File: config.mk
export PLATFORM = sky130hd
export DESIGN_NAME = receive_data_word_flat
export DESIGN_NICKNAME = d
export VERILOG_FILES = /design/src/rtl/receive_data_word_pkg.sv /design/src/rtl/receive_data_word_if.sv /design/src/rtl/receive_data_word_uart_rxd.sv /design/src/rtl/receive_data_word.sv /design/src/flat_wrapper.sv
export SDC_FILE = /design/constraint.sdc
export NUM_CORES = 1
export LEC_CHECK = 0
export BUFFER_PORTS_ARGS = -buffer_cell sky130_fd_sc_hd__buf_2
export CORE_MARGIN = 2
export CORE_UTILIZATION = 45
export DETAILED_ROUTE_END_ITERATION = 7
export PLACE_DENSITY_LB_ADDON = 0.1
export SKIP_LAST_GASP = 1
export SYNTH_ARGS = -nofsm -noshare
export SYNTH_HDL_FRONTEND = slang
export SYNTH_SLANG_ARGS = --single-unit
File: constraint.sdc
create_clock -name clk -period 4.8 [get_ports clk]
set_input_delay 0.48 -clock clk [delete_from_list [all_inputs] [get_ports clk]]
set_output_delay 0.48 -clock clk [all_outputs]
set_load 0.02 [all_outputs]
File: src/rtl/receive_data_word_pkg.sv
// Shared serial-link definitions: UART state encoding, word geometry and the
// byte-placement helper used by the receive-side word assembler.
package receive_data_word_pkg;

  typedef enum logic [1:0] {
    UART_IDLE  = 2'd0,
    UART_START = 2'd1,
    UART_DATA  = 2'd2,
    UART_STOP  = 2'd3
  } uart_state_t;

  localparam int BYTES_PER_WORD       = 4;
  localparam int DEFAULT_CLKS_PER_BIT = 868;

  // Byte idx 0 lands in the top lane of the 24-bit holding register.
  function automatic logic [23:0] place_byte(input logic [23:0] held,
                                             input logic [1:0]  idx,
                                             input logic [7:0]  data);
    logic [23:0] res;
    res = held;
    case (idx)
      2'd0:    res[23:16] = data;
      2'd1:    res[15:8]  = data;
      2'd2:    res[7:0]   = data;
      default: res        = held;
    endcase
    return res;
  endfunction

endpackage

File: src/rtl/receive_data_word_if.sv
// Receive-side link bundle: serial line in, assembled word and status out.
interface receive_data_word_if;
  import receive_data_word_pkg::*;

  logic        rxd_in;
  logic [31:0] data_out;
  logic        data_valid;
  logic        frame_err;
  logic        busy;

  modport master (output rxd_in, input data_out, input data_valid,
                  input frame_err, input busy);
  modport slave  (input rxd_in, output data_out, output data_valid,
                  output frame_err, output busy);
endinterface

File: src/rtl/receive_data_word_uart_rxd.sv
// 8N1 byte receiver: two-flop synchroniser, baud counter and byte FSM.
module uart_rxd
  import receive_data_word_pkg::*;
#(
  parameter int CLKS_PER_BIT = DEFAULT_CLKS_PER_BIT
) (
  input  logic       clk,
  input  logic       rst,
  input  logic       rxd,
  output logic [7:0] data_byte,
  output logic       byte_done,
  output logic       frame_err,
  output logic       active,
  output logic       start_det
);

  localparam int CNT_W = $clog2(CLKS_PER_BIT);
  localparam logic [CNT_W-1:0] HALF_LAST = CNT_W'(CLKS_PER_BIT / 2 - 1);
  localparam logic [CNT_W-1:0] BIT_LAST  = CNT_W'(CLKS_PER_BIT - 1);

  logic [1:0]       sync_r;
  uart_state_t      state_r;
  logic [CNT_W-1:0] cnt_r;
  logic [2:0]       bit_idx_r;
  logic [7:0]       shift_r;
  logic             byte_done_r;
  logic             frame_err_r;
  logic             rx_s;

  assign rx_s      = sync_r[1];
  assign data_byte = shift_r;
  assign byte_done = byte_done_r;
  assign frame_err = frame_err_r;
  assign active    = (state_r != UART_IDLE);
  assign start_det = (state_r == UART_IDLE) && !rx_s;

  // Synchroniser, bit timing and frame decode.
  always_ff @(posedge clk) begin
    if (rst) begin
      sync_r      <= 2'b11;
      state_r     <= UART_IDLE;
      cnt_r       <= '0;
      bit_idx_r   <= 3'd0;
      shift_r     <= 8'd0;
      byte_done_r <= 1'b0;
      frame_err_r <= 1'b0;
    end else begin
      sync_r      <= {sync_r[0], rxd};
      byte_done_r <= 1'b0;
      frame_err_r <= 1'b0;
      case (state_r)
        UART_IDLE: begin
          cnt_r     <= '0;
          bit_idx_r <= 3'd0;
          state_r   <= rx_s ? UART_IDLE : UART_START;
        end
        UART_START: begin
          if (cnt_r == HALF_LAST) begin
            cnt_r   <= '0;
            // A line back high at mid start bit is a glitch, not a frame.
            state_r <= rx_s ? UART_IDLE : UART_DATA;
          end else begin
            cnt_r <= cnt_r + CNT_W'(1);
          end
        end
        UART_DATA: begin
          if (cnt_r == BIT_LAST) begin
            cnt_r     <= '0;
            shift_r   <= {rx_s, shift_r[7:1]};
            bit_idx_r <= bit_idx_r + 3'd1;
            state_r   <= (bit_idx_r == 3'd7) ? UART_STOP : UART_DATA;
          end else begin
            cnt_r <= cnt_r + CNT_W'(1);
          end
        end
        UART_STOP: begin
          if (cnt_r == BIT_LAST) begin
            cnt_r       <= '0;
            state_r     <= UART_IDLE;
            byte_done_r <= rx_s;
            frame_err_r <= !rx_s;
          end else begin
            cnt_r <= cnt_r + CNT_W'(1);
          end
        end
        default: state_r <= UART_IDLE;
      endcase
    end
  end

endmodule

File: src/rtl/receive_data_word.sv
// Receive-side word assembler: packs four UART bytes, MSB byte first, into a
// 32-bit word with a one-cycle valid strobe; stale partial words time out.
module receive_data_word
  import receive_data_word_pkg::*;
#(
  parameter int CLKS_PER_BIT = DEFAULT_CLKS_PER_BIT,
  parameter int TIMEOUT_BITS = 20
) (
  input  logic                clk,
  input  logic                rst,
  receive_data_word_if.slave  bus
);

  localparam int TMO_CYCLES = TIMEOUT_BITS * CLKS_PER_BIT;
  localparam int TMO_W      = $clog2(TMO_CYCLES + 1);
  localparam logic [TMO_W-1:0] TMO_LAST = TMO_W'(TMO_CYCLES - 1);
  localparam logic [1:0]       IDX_LAST = 2'(BYTES_PER_WORD - 1);

  logic [7:0]       byte_s;
  logic             byte_done_s;
  logic             frame_err_s;
  logic             rx_active_s;
  logic             start_det_s;

  logic [1:0]       idx_r;
  logic [23:0]      held_r;
  logic [31:0]      data_out_r;
  logic             data_valid_r;
  logic             busy_r;
  logic [TMO_W-1:0] tmo_r;

  uart_rxd #(.CLKS_PER_BIT(CLKS_PER_BIT)) u_rxd (
    .clk       (clk),
    .rst       (rst),
    .rxd       (bus.rxd_in),
    .data_byte (byte_s),
    .byte_done (byte_done_s),
    .frame_err (frame_err_s),
    .active    (rx_active_s),
    .start_det (start_det_s)
  );

  assign bus.data_out   = data_out_r;
  assign bus.data_valid = data_valid_r;
  assign bus.frame_err  = frame_err_s;
  assign bus.busy       = busy_r;

  // Word assembly, inter-byte timeout and status.
  always_ff @(posedge clk) begin
    if (rst) begin
      idx_r        <= 2'd0;
      held_r       <= 24'd0;
      data_out_r   <= 32'd0;
      data_valid_r <= 1'b0;
      busy_r       <= 1'b0;
      tmo_r        <= '0;
    end else begin
      data_valid_r <= 1'b0;
      busy_r       <= (idx_r != 2'd0) || rx_active_s;
      if (frame_err_s) begin
        idx_r <= 2'd0;
        tmo_r <= '0;
      end else if (byte_done_s) begin
        tmo_r <= '0;
        if (idx_r == IDX_LAST) begin
          data_out_r   <= {held_r, byte_s};
          data_valid_r <= 1'b1;
          idx_r        <= 2'd0;
        end else begin
          held_r <= place_byte(held_r, idx_r, byte_s);
          idx_r  <= idx_r + 2'd1;
        end
      end else if (start_det_s || rx_active_s) begin
        // Start detection beats a coincident expiry and keeps the index.
        tmo_r <= '0;
      end else if (idx_r != 2'd0) begin
        if (tmo_r == TMO_LAST) begin
          idx_r <= 2'd0;
          tmo_r <= '0;
        end else begin
          tmo_r <= tmo_r + TMO_W'(1);
        end
      end else begin
        tmo_r <= '0;
      end
    end
  end

endmodule

File: src/flat_wrapper.sv
// flat-port wrapper written by rule: the top's interface ports become plain ports
module receive_data_word_flat import receive_data_word_pkg::*;
#(
  parameter int CLKS_PER_BIT = DEFAULT_CLKS_PER_BIT,
  parameter int TIMEOUT_BITS = 20
)
  (clk, rst, bus_rxd_in, bus_data_out, bus_data_valid, bus_frame_err, bus_busy);
  receive_data_word_if bus_i ();
  input  logic clk;
  input  logic rst;
  input wire logic [$bits(bus_i.rxd_in)-1:0] bus_rxd_in;
  output wire logic [$bits(bus_i.data_out)-1:0] bus_data_out;
  output wire logic [$bits(bus_i.data_valid)-1:0] bus_data_valid;
  output wire logic [$bits(bus_i.frame_err)-1:0] bus_frame_err;
  output wire logic [$bits(bus_i.busy)-1:0] bus_busy;
  assign bus_i.rxd_in = bus_rxd_in;
  assign bus_data_out = bus_i.data_out;
  assign bus_data_valid = bus_i.data_valid;
  assign bus_frame_err = bus_i.frame_err;
  assign bus_busy = bus_i.busy;
  receive_data_word #(.CLKS_PER_BIT(CLKS_PER_BIT), .TIMEOUT_BITS(TIMEOUT_BITS)) u_core (.clk(clk), .rst(rst), .bus(bus_i));
endmodule
==> results by group <==
Yosys
  – Post-synthesis cell type count: 38
  – Mapped Nets: 477
  – Top-area cell type share of the netlist area: 51.9%
  – Syn Inst Count: 465
  – Synth Register Bits: 102
  – Ys Warns: 0
  – Register area share after synthesis: 51.9%
  – Synthesized area: 3930 sq um
  – Largest area contributor in the netlist: dfxtp_1
  – Top cells by area, synth: dfxtp_1 (52%), nand2_1 (12%), a21oi_1 (7.8%)
  – Syn_area_per_cell: 8.46 sq um

Clock tree
  – Post-CTS setup buffer count: 0
  – CTS tree: done
  – Worst-Skew Late Latency: 0.35 ns
  – CTS Root Cell: clkbuf_8
  – Clock-pin slew on the worst setup and hold paths: 0.09 ns
  – CTS resizes: 0
  – Clock tree sinks: 102
  – H-tree Lvls: 3
  – CTS max path bufs: 2
  – Hold buffers post-CTS: 0
  – TritonCTS Buffers: 9

Detailed routing
  – Drt first pass iters: 4
  – Met3 WL: 281 um
  – Met2 wire length: 3.49 mm
  – Routed Antenna Nets: 0
  – Via/cell ratio: 5.06
  – Drt drc: 0
  – WL per Instance: 12.8 um
  – Top Metal Used: met4
  – Final WL: 7.75 mm
  – 1st-iter DRT viols: 120
  – Met1 Routed Length: 3.92 mm
  – Total number of vias: 3,059

Critical path
  – FF-to-FF End: u_core.u_rxd.cnt_r[4]
  – RR Startpoint: u_core.u_rxd.cnt_r[0]
  – Slowest stage delay, CP: 0.46 ns
  – Type of origin of the critical path: register
  – WP data required: 5.04 ns
  – Crit path capture type: register
  – Reg2Reg Setup Slack: 2.81 ns
  – Crit path arrival time: 2.22 ns
  – Worst-path maximum fanout: 10
  – CP max-delay cell: or4bb_1
  – Reg2Reg Depth: 5
  – Crit Path Class: reg -> reg
  – Crit path cell chain: ha_1, or4bb_1, nor3_1, o32a_1, nor2_1

Place
  – Detailed placer's ending HPWL: 5.09 mm
  – RePlAce Congestion: 0.763
  – Place WS: 2.53 ns
  – IO buf count: 37
  – Dpl cells: 589

Power and ir drop
  – Logic gate share of total power: 1.3%
  – Sw frac: 21.2%
  – Peak supply drop: 132 uV
  – PD cells: 318 nW/um^2
  – Cell internal pwr: 0.00109 W
  – Seq pwr share: 61.3%
  – Overall power: 0.00139 W
  – Leakage: 1.51 nW
  – Net Sw Power: 0.000294 W
  – Clock power share: 37.4%

Hold path
  – Worst min-delay path category: in -> reg
  – Cell depth of the worst hold path: 2
  – Worst hold start: bus_rxd_in
  – Worst Hold End: u_core.u_rxd.sync_r[0]

STA
  – Clock skew: 0.0148 ns
  – Peak Freq: 504 MHz
  – RSZ-0062 raised after global routing: no
  – Hold Fails Final Rpt: 0
  – Min Tclk post-route: 1.99 ns
  – Tcrit/Tclk final: 41.4%
  – Final setup viols: 0
  – Final Slew Violations: 0
  – Tightest Pin Transition: 1.13 ns
  – Final setup margin: 2.81 ns
  – TNS Setup: 0 ns
  – Relative slew slack: 24.8%

Die
  – Initial Util: 45.8%
  – Rows: 34
  – Die width: 97.5 um
  – Die height: 97.5 um
  – Placeable core region: 8590 sq um
  – IO Count: 38
  – Die Area: 9510 sq um

GRT
  – Initial antenna violation count: 0
  – All-layer global routing usage: 17.0%
  – Pin count of the biggest net entering global routing: 58
  – First-pass GRT wire length: 13.3 mm
  – Grt total ovfl: 0
  – Vias in the first global route: 2,822

Final layout
  – # diodes: 0
  – Fin nets: 504
  – Layout area overhead: 10.8%
  – Share of cells above drive strength 1: 11.5%
  – Final non-filler cell total: 604

Flow run
  – Max Cap Violations: 0

Status
  – Run status: complete, no violations
-- flip-flops by register name, summed over array words and instances (netlist names), named ones only --
signal	cells
u_core.u_rxd.cnt_r	10
u_core.u_rxd.state_r	1
u_core.bus.busy	1
u_core.u_rxd.byte_done	1
u_core.tmo_r	15
u_core.bus.data_valid	1
u_core.bus.data_out	32
u_core.u_rxd.frame_err	1
u_core.u_rxd.sync_r	2
u_core.idx_r	2
u_core.u_rxd.bit_idx_r	3
u_core.u_rxd.data_byte	8
u_core.held_r	24
-- per-stage QoR --
step | hold WS (ns) | util (%) | cell area (sq um)
after CTS | 0.284 | 50.7 | 4360
after detailed placement | 0.409 | 48.6 | 4180
after global placement | 0.409 | 48.6 | 4180
after global routing | 0.295 | 50.7 | 4360
final | 0.307 | 50.7 | 4360
after floorplan | 0.389 | - | 3930
-- cell type report --
cell class	instances	area [sq um]
Tap cell	108	135
Multi-Input combinational cell	332	1770
Timing Repair Buffer	39	200
Inverter	8	30.0
Clock buffer	12	135
Sequential cell	102	2040
Fill cell	876	4230
Clock inverter	3	46.3
-- placed cells by master, fill, tap and decap left out, types with 2 or more instances in the layout --
cell type | synthesis | routed
nand2_1 | 124 | 124
dfxtp_1 | 102 | 102
a21oi_1 | 61 | 61
nor2_1 | 37 | 37
buf_2 | 3 | 37
nand3_1 | 11 | 11
xor2_1 | 10 | 10
xnor2_1 | 9 | 9
ha_1 | 9 | 9
clkbuf_8 | 0 | 9
inv_1 | 8 | 8
nand4_1 | 8 | 8
mux2i_1 | 8 | 8
nor3_1 | 7 | 7
nor4_1 | 7 | 7
and2_1 | 4 | 4
nand2b_1 | 4 | 4
or3_1 | 4 | 4
or2_2 | 3 | 3
a31oi_1 | 3 | 3
clkbuf_1 | 19 | 3
nor3b_1 | 2 | 2
a22o_1 | 2 | 2
and4_1 | 2 | 2
o31ai_1 | 2 | 2
or4_1 | 2 | 2
nand3b_1 | 2 | 2
buf_4 | 0 | 2
-- cells by family after synthesis --
group	after synthesis	share of synthesized area [%]
compound gates	72	9.86
xor+xnor	19	4.23
fa+ha+maj	9	2.86
buf+inv	31	3.05
flops	102	51.9
mux	8	2.04
simple gates	224	26.0
-- Yosys cell counts (all sizes together) --
cell	count
a2111oi	1
a21boi	1
a21oi	61
a22o	2
a31oi	3
and2	4
and3b	1
and4	2
buf	4
clkbuf	19
dfxtp	102
ha	9
inv	8
mux2i	8
nand2	124
nand2b	4
nand3	11
nand3b	2
nand4	8
nand4b	1
nor2	37
nor3	7
nor3b	2
nor4	8
o21ai	1
o31ai	2
o32a	1
or2	3
or3	4
or3b	2
or4	2
or4b	1
or4bb	1
xnor2	9
xor2	10
-- critical path: cells and delay by family (launching register included) --
family                   cells  cell delay [ns]
flip-flops                   1             0.40
AND/OR/NAND/NOR              3             0.86
AO/OA/AOI/OAI                1             0.45
adder cells (fa/ha/maj)      1             0.16
-- metal layers --
layer,GRT usage (%),vias up
li1,-,1609
met1,24.0,1391
met2,25.8,55
met3,3.02,4
met4,6.62,0
met5,0,-
-- power by group through the flow --
stage               registers (W)  clock network [W]  logic [W]
floorplan                0.000868                  0  0.0000142
detailed placement       0.000869                  0  0.0000178
finish                   0.000850           0.000518  0.0000178
CTS                      0.000850           0.000534  0.0000178
global route             0.000850           0.000571  0.0000200
global placement         0.000869                  0  0.0000174
-- worst max path at each step --
stage | from | endpoint | slack, ns | cells past startpoint
5_1_grt | u_core.idx_r[0] | u_core.held_r[16] | 2.59 | 5
2_1_floorplan | u_core.u_rxd.cnt_r[2] | u_core.u_rxd.bit_idx_r[0] | 2.99 | 5
4_1_cts | u_core.idx_r[0] | u_core.bus.data_out[1] | 2.77 | 4
6_report | u_core.u_rxd.cnt_r[0] | u_core.u_rxd.cnt_r[4] | 2.81 | 5
3_3_place_gp | rst | u_core.u_rxd.cnt_r[5] | 2.59 | 5
3_5_place_dp | rst | u_core.u_rxd.cnt_r[4] | 2.53 | 5
Power figures use the tool's default switching activity.
